File: config.mk
export PLATFORM = sky130hd
export DESIGN_NAME = conv_cmd_splitter_flat
export DESIGN_NICKNAME = d
export VERILOG_FILES = /design/src/rtl/conv_cmd_splitter_if.sv /design/src/rtl/conv_cmd_splitter.sv /design/src/flat_wrapper.sv
export SDC_FILE = /design/constraint.sdc
export NUM_CORES = 1
export LEC_CHECK = 0
export CAP_MARGIN = 10
export CORE_UTILIZATION = 55
export CTS_BUF_LIST = sky130_fd_sc_hd__clkbuf_4 sky130_fd_sc_hd__clkbuf_8
export DETAILED_ROUTE_END_ITERATION = 8
export PLACE_DENSITY = 0.87
export SYNTH_ARGS = -nofsm -noshare
export SYNTH_HDL_FRONTEND = slang
export SYNTH_SLANG_ARGS = --single-unit
File: constraint.sdc
create_clock -name aclk -period 7.5 [get_ports aclk]
set_clock_uncertainty 0.2 [all_clocks]
set_input_delay 0.75 -clock aclk [delete_from_list [all_inputs] [get_ports aclk]]
set_output_delay 0.75 -clock aclk [all_outputs]
set_load 0.005 [all_outputs]
File: src/rtl/conv_cmd_splitter_if.sv
// Handshake bundle for conv_cmd_splitter: command in, DMA bursts out,
// burst completions in, finish tags out.
interface conv_cmd_splitter_if;
    logic        s_cmd_valid;
    logic        s_cmd_ready;
    logic [31:0] s_cmd_addr;
    logic [23:0] s_cmd_len;
    logic [3:0]  s_cmd_tag;
    logic        m_dma_valid;
    logic        m_dma_ready;
    logic [31:0] m_dma_addr;
    logic [12:0] m_dma_len;
    logic        m_dma_last;
    logic        dma_done;
    logic        m_fin_valid;
    logic        m_fin_ready;
    logic [3:0]  m_fin_tag;

    modport slave (
        input  s_cmd_valid, s_cmd_addr, s_cmd_len, s_cmd_tag,
        input  m_dma_ready, dma_done, m_fin_ready,
        output s_cmd_ready, m_dma_valid, m_dma_addr, m_dma_len, m_dma_last,
        output m_fin_valid, m_fin_tag
    );

    modport master (
        output s_cmd_valid, s_cmd_addr, s_cmd_len, s_cmd_tag,
        output m_dma_ready, dma_done, m_fin_ready,
        input  s_cmd_ready, m_dma_valid, m_dma_addr, m_dma_len, m_dma_last,
        input  m_fin_valid, m_fin_tag
    );
endinterface

File: src/rtl/conv_cmd_splitter.sv
// Splits block-transfer commands into DMA bursts bounded by MAX_BURST_BYTES and
// 4 KB pages, tracks outstanding bursts and reports each command's tag when done.
module conv_cmd_splitter #(
    parameter int ATOMIC_C        = 4,
    parameter int MAX_BURST_BYTES = 256,
    parameter int MAX_OUTSTANDING = 8,
    parameter int SIM_DELAY       = 1
) (
    input  logic                 aclk,
    input  logic                 areset,
    input  logic                 aclken,
    conv_cmd_splitter_if.slave   io,
    output logic                 busy,
    output logic                 err_unexp_done
);

    typedef enum logic [1:0] {
        ST_IDLE      = 2'd0,
        ST_SPLIT     = 2'd1,
        ST_WAIT_DONE = 2'd2,
        ST_FIN       = 2'd3
    } state_t;

    localparam int          GLOG       = $clog2(ATOMIC_C * 2);
    localparam logic [31:0] ADDR_MASK  = ~((32'd1 << GLOG) - 32'd1);
    localparam logic [23:0] LEN_MASK   = ~((24'd1 << GLOG) - 24'd1);
    localparam logic [23:0] MAX_BURST  = 24'(MAX_BURST_BYTES);
    localparam logic [12:0] MAX_BURST13 = 13'(MAX_BURST_BYTES);
    localparam logic [3:0]  MAX_OUT    = 4'(MAX_OUTSTANDING);

    // Burst size: limited by remaining bytes, burst cap and distance to the next 4 KB page.
    function automatic logic [12:0] burst_bytes(input logic [11:0] page_off, input logic [23:0] rem);
        logic [12:0] to_page;
        logic [12:0] capped;
        to_page = 13'd4096 - {1'b0, page_off};
        capped  = (rem < MAX_BURST) ? rem[12:0] : MAX_BURST13;
        return (to_page < capped) ? to_page : capped;
    endfunction

    state_t      state_r, state_nxt_s;
    logic [31:0] addr_r, addr_nxt_s;
    logic [23:0] rem_r, rem_nxt_s;
    logic [3:0]  tag_r, tag_nxt_s;
    logic [3:0]  outstanding_r, out_nxt_s;
    logic        err_r, err_nxt_s;
    logic [12:0] nxt_len_s;

    logic        cmd_ready_r;
    logic        dma_valid_r;
    logic [12:0] dma_len_r;
    logic        dma_last_r;
    logic        fin_valid_r;
    logic        busy_r;

    logic        cmd_hs_s, dma_hs_s, fin_hs_s, done_s;
    logic [23:0] cmd_len_s;
    logic        unused_sim_delay_s;

    assign unused_sim_delay_s = (SIM_DELAY != 0);

    assign cmd_hs_s  = aclken & cmd_ready_r & io.s_cmd_valid;
    assign dma_hs_s  = aclken & dma_valid_r & io.m_dma_ready;
    assign fin_hs_s  = aclken & fin_valid_r & io.m_fin_ready;
    assign done_s    = aclken & io.dma_done;
    assign cmd_len_s = io.s_cmd_len & LEN_MASK;

    // Outstanding-burst counter and unexpected-completion flag update.
    always_comb begin
        out_nxt_s = outstanding_r;
        err_nxt_s = err_r;
        case ({dma_hs_s, done_s})
            2'b10: out_nxt_s = outstanding_r + 4'd1;
            2'b01: begin
                if (outstanding_r == 4'd0) begin
                    err_nxt_s = 1'b1;
                end else begin
                    out_nxt_s = outstanding_r - 4'd1;
                end
            end
            default: out_nxt_s = outstanding_r;
        endcase
    end

    // Next-state and datapath logic of the command FSM.
    always_comb begin
        state_nxt_s = state_r;
        addr_nxt_s  = addr_r;
        rem_nxt_s   = rem_r;
        tag_nxt_s   = tag_r;
        case (state_r)
            ST_IDLE: begin
                if (cmd_hs_s) begin
                    addr_nxt_s  = io.s_cmd_addr & ADDR_MASK;
                    rem_nxt_s   = cmd_len_s;
                    tag_nxt_s   = io.s_cmd_tag;
                    state_nxt_s = (cmd_len_s != 24'd0) ? ST_SPLIT : ST_FIN;
                end else begin
                    state_nxt_s = ST_IDLE;
                end
            end
            ST_SPLIT: begin
                // The registered burst outputs always describe the burst at addr_r/rem_r.
                if (dma_hs_s) begin
                    addr_nxt_s  = addr_r + {19'd0, dma_len_r};
                    rem_nxt_s   = rem_r - {11'd0, dma_len_r};
                    state_nxt_s = dma_last_r ? ST_WAIT_DONE : ST_SPLIT;
                end else begin
                    state_nxt_s = ST_SPLIT;
                end
            end
            ST_WAIT_DONE: begin
                if (aclken && (out_nxt_s == 4'd0)) begin
                    state_nxt_s = ST_FIN;
                end else begin
                    state_nxt_s = ST_WAIT_DONE;
                end
            end
            ST_FIN: begin
                if (fin_hs_s) begin
                    state_nxt_s = ST_IDLE;
                end else begin
                    state_nxt_s = ST_FIN;
                end
            end
            default: state_nxt_s = ST_IDLE;
        endcase
        nxt_len_s = burst_bytes(addr_nxt_s[11:0], rem_nxt_s);
    end

    // State, address, remaining length, tag, counter and error registers.
    always_ff @(posedge aclk) begin
        if (areset) begin
            state_r       <= ST_IDLE;
            addr_r        <= 32'd0;
            rem_r         <= 24'd0;
            tag_r         <= 4'd0;
            outstanding_r <= 4'd0;
            err_r         <= 1'b0;
        end else if (aclken) begin
            state_r       <= state_nxt_s;
            addr_r        <= addr_nxt_s;
            rem_r         <= rem_nxt_s;
            tag_r         <= tag_nxt_s;
            outstanding_r <= out_nxt_s;
            err_r         <= err_nxt_s;
        end
    end

    // Handshake outputs are registered from the next-state values.
    always_ff @(posedge aclk) begin
        if (areset) begin
            cmd_ready_r <= 1'b1;
            dma_valid_r <= 1'b0;
            dma_len_r   <= 13'd0;
            dma_last_r  <= 1'b0;
            fin_valid_r <= 1'b0;
            busy_r      <= 1'b0;
        end else if (aclken) begin
            cmd_ready_r <= (state_nxt_s == ST_IDLE);
            dma_valid_r <= (state_nxt_s == ST_SPLIT) && (out_nxt_s < MAX_OUT);
            dma_len_r   <= nxt_len_s;
            dma_last_r  <= (state_nxt_s == ST_SPLIT) && ({11'd0, nxt_len_s} == rem_nxt_s);
            fin_valid_r <= (state_nxt_s == ST_FIN);
            busy_r      <= (state_nxt_s != ST_IDLE);
        end
    end

    assign io.s_cmd_ready = cmd_ready_r;
    assign io.m_dma_valid = dma_valid_r;
    assign io.m_dma_addr  = addr_r;
    assign io.m_dma_len   = dma_len_r;
    assign io.m_dma_last  = dma_last_r;
    assign io.m_fin_valid = fin_valid_r;
    assign io.m_fin_tag   = tag_r;
    assign busy           = busy_r;
    assign err_unexp_done = err_r;

endmodule

File: src/flat_wrapper.sv
// flat-port wrapper written by rule: the top's interface ports become plain ports
module conv_cmd_splitter_flat 
#(
    parameter int ATOMIC_C        = 4,
    parameter int MAX_BURST_BYTES = 256,
    parameter int MAX_OUTSTANDING = 8,
    parameter int SIM_DELAY       = 1
)
  (aclk, areset, aclken, busy, err_unexp_done, io_s_cmd_valid, io_s_cmd_addr, io_s_cmd_len, io_s_cmd_tag, io_m_dma_ready, io_dma_done, io_m_fin_ready, io_s_cmd_ready, io_m_dma_valid, io_m_dma_addr, io_m_dma_len, io_m_dma_last, io_m_fin_valid, io_m_fin_tag);
  conv_cmd_splitter_if io_i ();
  input  logic aclk;
  input  logic areset;
  input  logic aclken;
  output logic busy;
  output logic err_unexp_done;
  input wire logic [$bits(io_i.s_cmd_valid)-1:0] io_s_cmd_valid;
  input wire logic [$bits(io_i.s_cmd_addr)-1:0] io_s_cmd_addr;
  input wire logic [$bits(io_i.s_cmd_len)-1:0] io_s_cmd_len;
  input wire logic [$bits(io_i.s_cmd_tag)-1:0] io_s_cmd_tag;
  input wire logic [$bits(io_i.m_dma_ready)-1:0] io_m_dma_ready;
  input wire logic [$bits(io_i.dma_done)-1:0] io_dma_done;
  input wire logic [$bits(io_i.m_fin_ready)-1:0] io_m_fin_ready;
  output wire logic [$bits(io_i.s_cmd_ready)-1:0] io_s_cmd_ready;
  output wire logic [$bits(io_i.m_dma_valid)-1:0] io_m_dma_valid;
  output wire logic [$bits(io_i.m_dma_addr)-1:0] io_m_dma_addr;
  output wire logic [$bits(io_i.m_dma_len)-1:0] io_m_dma_len;
  output wire logic [$bits(io_i.m_dma_last)-1:0] io_m_dma_last;
  output wire logic [$bits(io_i.m_fin_valid)-1:0] io_m_fin_valid;
  output wire logic [$bits(io_i.m_fin_tag)-1:0] io_m_fin_tag;
  assign io_i.s_cmd_valid = io_s_cmd_valid;
  assign io_i.s_cmd_addr = io_s_cmd_addr;
  assign io_i.s_cmd_len = io_s_cmd_len;
  assign io_i.s_cmd_tag = io_s_cmd_tag;
  assign io_i.m_dma_ready = io_m_dma_ready;
  assign io_i.dma_done = io_dma_done;
  assign io_i.m_fin_ready = io_m_fin_ready;
  assign io_s_cmd_ready = io_i.s_cmd_ready;
  assign io_m_dma_valid = io_i.m_dma_valid;
  assign io_m_dma_addr = io_i.m_dma_addr;
  assign io_m_dma_len = io_i.m_dma_len;
  assign io_m_dma_last = io_i.m_dma_last;
  assign io_m_fin_valid = io_i.m_fin_valid;
  assign io_m_fin_tag = io_i.m_fin_tag;
  conv_cmd_splitter #(.ATOMIC_C(ATOMIC_C), .MAX_BURST_BYTES(MAX_BURST_BYTES), .MAX_OUTSTANDING(MAX_OUTSTANDING), .SIM_DELAY(SIM_DELAY)) u_core (.aclk(aclk), .areset(areset), .aclken(aclken), .io(io_i), .busy(busy), .err_unexp_done(err_unexp_done));
endmodule
==> results.ini <==
[run_status]
status = finished, final reports clean

[timing]
drv_slew = 0
hold_viol = 0
setup_tns_ns = 0
rsz0062_at_grt = false
fmax_mhz = 151.8
slew_headroom_pct = 34.70
max_slew.worst_pin.slew_ns = 0.9775
finalSetupViolCount = 0
hold_ws_ns = 0.2595
period_needed_ns = 6.589
finalCritPeriodShare_pct = 87.86

[yosys]
synth_top_area_cell = dfxtp_1
synth_cell_types = 87
syn-mean-instance-area_um2 = 7.628
yosys_most_used_dff = dfxtp_1
synth_area_mm2 = 0.006812
synth_edf_count = 0
syn-instance-count = 893
synth_area_leaders = dfxtp_1, ha_1, a21oi_1, nand2_1, nor2_1
synth_top_area_share_pct = 24.98
ys_seq_area_share_pct = 24.98
yosys_warnings = 0
postSynth.asyncResetShare_pct = 0
ys_ff_latch = 85

[setup_path]
cp.arrival_ns = 6.68
cp.depth = 23
critPathBufInv = 4
cp_data_required_time_ns = 7.59
start_kind = input pin
end_kind = flop
reg2reg_depth = 23
path_max_fanout = 22
cpMaxStageDelayCell = clkdlybuf4s50_1
critical_path.cell_chain = clkdlybuf4s50_1, buf_4, a31oi_2, or2_0, nor2_1, o2111ai_1, a221oi_1, nand4_1, nor4b_1, nand2_1, inv_2, nand2b_1, ha_1, a21o_1, a21oi_1, nor2b_1, o21ai_0, a21oi_1, a2111oi_1, buf_4, nand2_1, o21a_1, a211oi_1
path_class = input pin to flop
cp_slowest_stage_delay_ns = 0.59
crit_family = compound AO/OA/AOI/OAI gates

[detailed_routing]
wl_mm = 21.40
dr.pass1.iters = 6
drt_iter0_drc = 814
final_antenna_net_count = 0
wl_per_cell_um = 18.37
vias = 7418
routed_via_density = 6.367
drc_errors = 0

[global_route]
antenna_found_initial = 0
grt_pass1_wl_mm = 33.60
grt_max_degree = 85
grt_pass1_vias = 6674
grt-ovfl-total = 0
grtUsageTotal_pct = 32.86

[clock_tree]
clock_path_buffers = 2
cts_made_buffers = 9
cts_max_level = 3
post-cts-setup-buffers = 0
clock-sinks = 85
clk_latency_ns = 0.38
cts_root_buf = clkbuf_8
cts_resized = 0
clk_pin_slew_ns = 0.09
cts.hold.buffers_added = 0
cts_tree = built

[pwr]
intPower_mw = 1.004
switchingPower_uw = 626.9
peakVddDrop_v = 0.00009941
clkPwrFrac_pct = 23.8
p_sw_share_pct = 38.43
p_leak_nw = 3.237
power_frac_comb_pct = 42.9
power_density_mw_per_mm2 = 195.8
pwr-share-seq_pct = 33.4
total_power_mw = 1.631

[job]
maxCapViolations = 0

[floorplanning]
dieWidth_um = 113.3
start_util_pct = 56.47
io_pins = 122
core_area_mm2 = 0.01206
fp-row-count = 40
die_h_um = 113.3
dieArea_mm2 = 0.01283

[placed_design]
place_hpwl_mm = 15.50
gp_congestion = 0.9413
io_buffers = 115

[layout]
drive_above_1_share_pct = 6.219
n_fill_cell = 1017
diodes = 0
area_growth_pct = 22.30
nets = 1104
utilization_pct = 69.07

[worst_hold_path]
hold_class = flop to flop
hold_path_depth = 2

==> cell usage after synthesis, drive strengths merged (20+ instances only) <==
| master | number |
|---|---|
| dfxtp | 85 |
| nand2 | 93 |
| a21oi | 83 |
| ha | 43 |
| xnor2 | 24 |
| a22oi | 21 |
| nor3 | 20 |
| o21ai | 28 |
| inv | 43 |
| nand3 | 26 |
| nand4 | 20 |
| clkbuf | 29 |
| nor2 | 93 |
==> kinds of logic (layout without fill, tap and decap cells) <==
family / after synthesis / count (layout) / share of synthesized area, %
mux: 10 / 10 / 1.470
simple gates: 352 / 352 / 26.07
compound gates: 276 / 276 / 29.02
fa+ha+maj: 45 / 45 / 8.486
xor+xnor: 36 / 36 / 4.629
other cells: 1 / 4 / 0.05505
buf+inv: 88 / 189 / 5.290
flops: 85 / 85 / 24.98
==> state kept, by name, summed over array words and instances (netlist names) <==
name / flops
u_core.io.m_dma_addr: 32
u_core.rem_r: 24
u_core.io.m_dma_len: 13
u_core.io.m_fin_tag: 4
u_core.outstanding_r: 4
u_core.state_r: 2
u_core.busy: 1
u_core.err_unexp_done: 1
u_core.io.m_dma_last: 1
u_core.io.m_dma_valid: 1
u_core.io.m_fin_valid: 1
u_core.io.s_cmd_ready: 1
==> power by group through the flow <==
stage	Clock, mW	Sequential (mW)	Combinational [mW]
2_1_floorplan	0	0.537	0.481
3_3_place_gp	0	0.552	0.663
3_5_place_dp	0	0.552	0.677
4_1_cts	0.390	0.542	0.684
5_1_grt	0.407	0.548	0.763
6_report	0.388	0.544	0.699
==> layout make-up <==
class | count | area [µm²] | share of cell area (%)
tap | 168 | 210.2 | 2.523
clock inverter | 5 | 81.33 | 0.9763
clock buffer | 11 | 151.4 | 1.817
sequential | 85 | 1702 | 20.43
timing repair buffer | 129 | 1251 | 15.02
multi-input combinational | 723 | 4770 | 57.25
inverter | 44 | 165.2 | 1.983
==> worst paths after layout <==
check                                      startpoint                             endpoint  slack (ns)
hold reg to reg   u_core.io.m_fin_tag[2]$_SDFFE_PP0P_  u_core.io.m_fin_tag[2]$_SDFFE_PP0P_        0.26
setup / recovery                               aclken  u_core.io.m_dma_len[0]$_SDFFE_PP0P_        0.91
hold / removal    u_core.io.m_fin_tag[2]$_SDFFE_PP0P_  u_core.io.m_fin_tag[2]$_SDFFE_PP0P_        0.26
setup reg to reg  u_core.io.m_dma_len[0]$_SDFFE_PP0P_  u_core.io.m_dma_len[0]$_SDFFE_PP0P_        0.99
==> layout by cell type, fill, tap and decap left out, drive strengths merged, types with 5 or more instances in the layout <==
cell,instances
a2111oi,5
a211o,5
a211oi,18
a21o,17
a21oi,83
a221oi,7
a22o,10
a22oi,21
a311oi,5
a31oi,11
and2,11
and3,12
buf,15
clkbuf,11
clkdlybuf4s50,114
dfxtp,85
ha,43
inv,44
mux2i,10
nand2,93
nand2b,19
nand3,26
nand4,20
nor2,93
nor2b,11
nor3,20
nor4,10
o211ai,16
o21a,10
o21ai,28
o21bai,6
or3,6
xnor2,24
xor2,12
==> layer usage <==
layer | GRT usage (%) | up-vias | routed length (µm)
met5 | 0 | - | 0
met4 | 15.00 | 0 | 756
met3 | 5.249 | 60 | 1773
met2 | 51.90 | 364 | 9746
met1 | 44.04 | 3504 | 9121
li1 | - | 3490 | -
==> worst register-to-register path: stages, from the launching register on <==
cell	delay, ns
dfxtp_1	0.37
ha_1	0.25
fa_1	0.39
nand2b_1	0.19
a21oi_1	0.43
o31ai_1	0.27
a21oi_1	0.32
mux2i_1	0.28
nand4_1	0.19
nor4b_1	0.61
nand2_1	0.26
inv_2	0.21
nand2b_1	0.12
ha_1	0.31
a21o_1	0.16
a21oi_1	0.15
nor2b_1	0.06
o21ai_0	0.14
a21oi_1	0.09
a2111oi_1	0.36
buf_4	0.25
nand2_1	0.27
o21a_1	0.30
a211oi_1	0.25
==> stage by stage <==
step           std cells  setup slack, ns  instance area [µm²]
2_1_floorplan        896            1.865                 6823
3_3_place_gp        1149           0.9371                 8098
3_5_place_dp        1149           0.8002                 8098
4_1_cts             1165            1.101                 8330
5_1_grt             1165           0.5719                 8330
6_report            1165           0.9105                 8330
No activity file was read; power rests on OpenSTA's default activity.
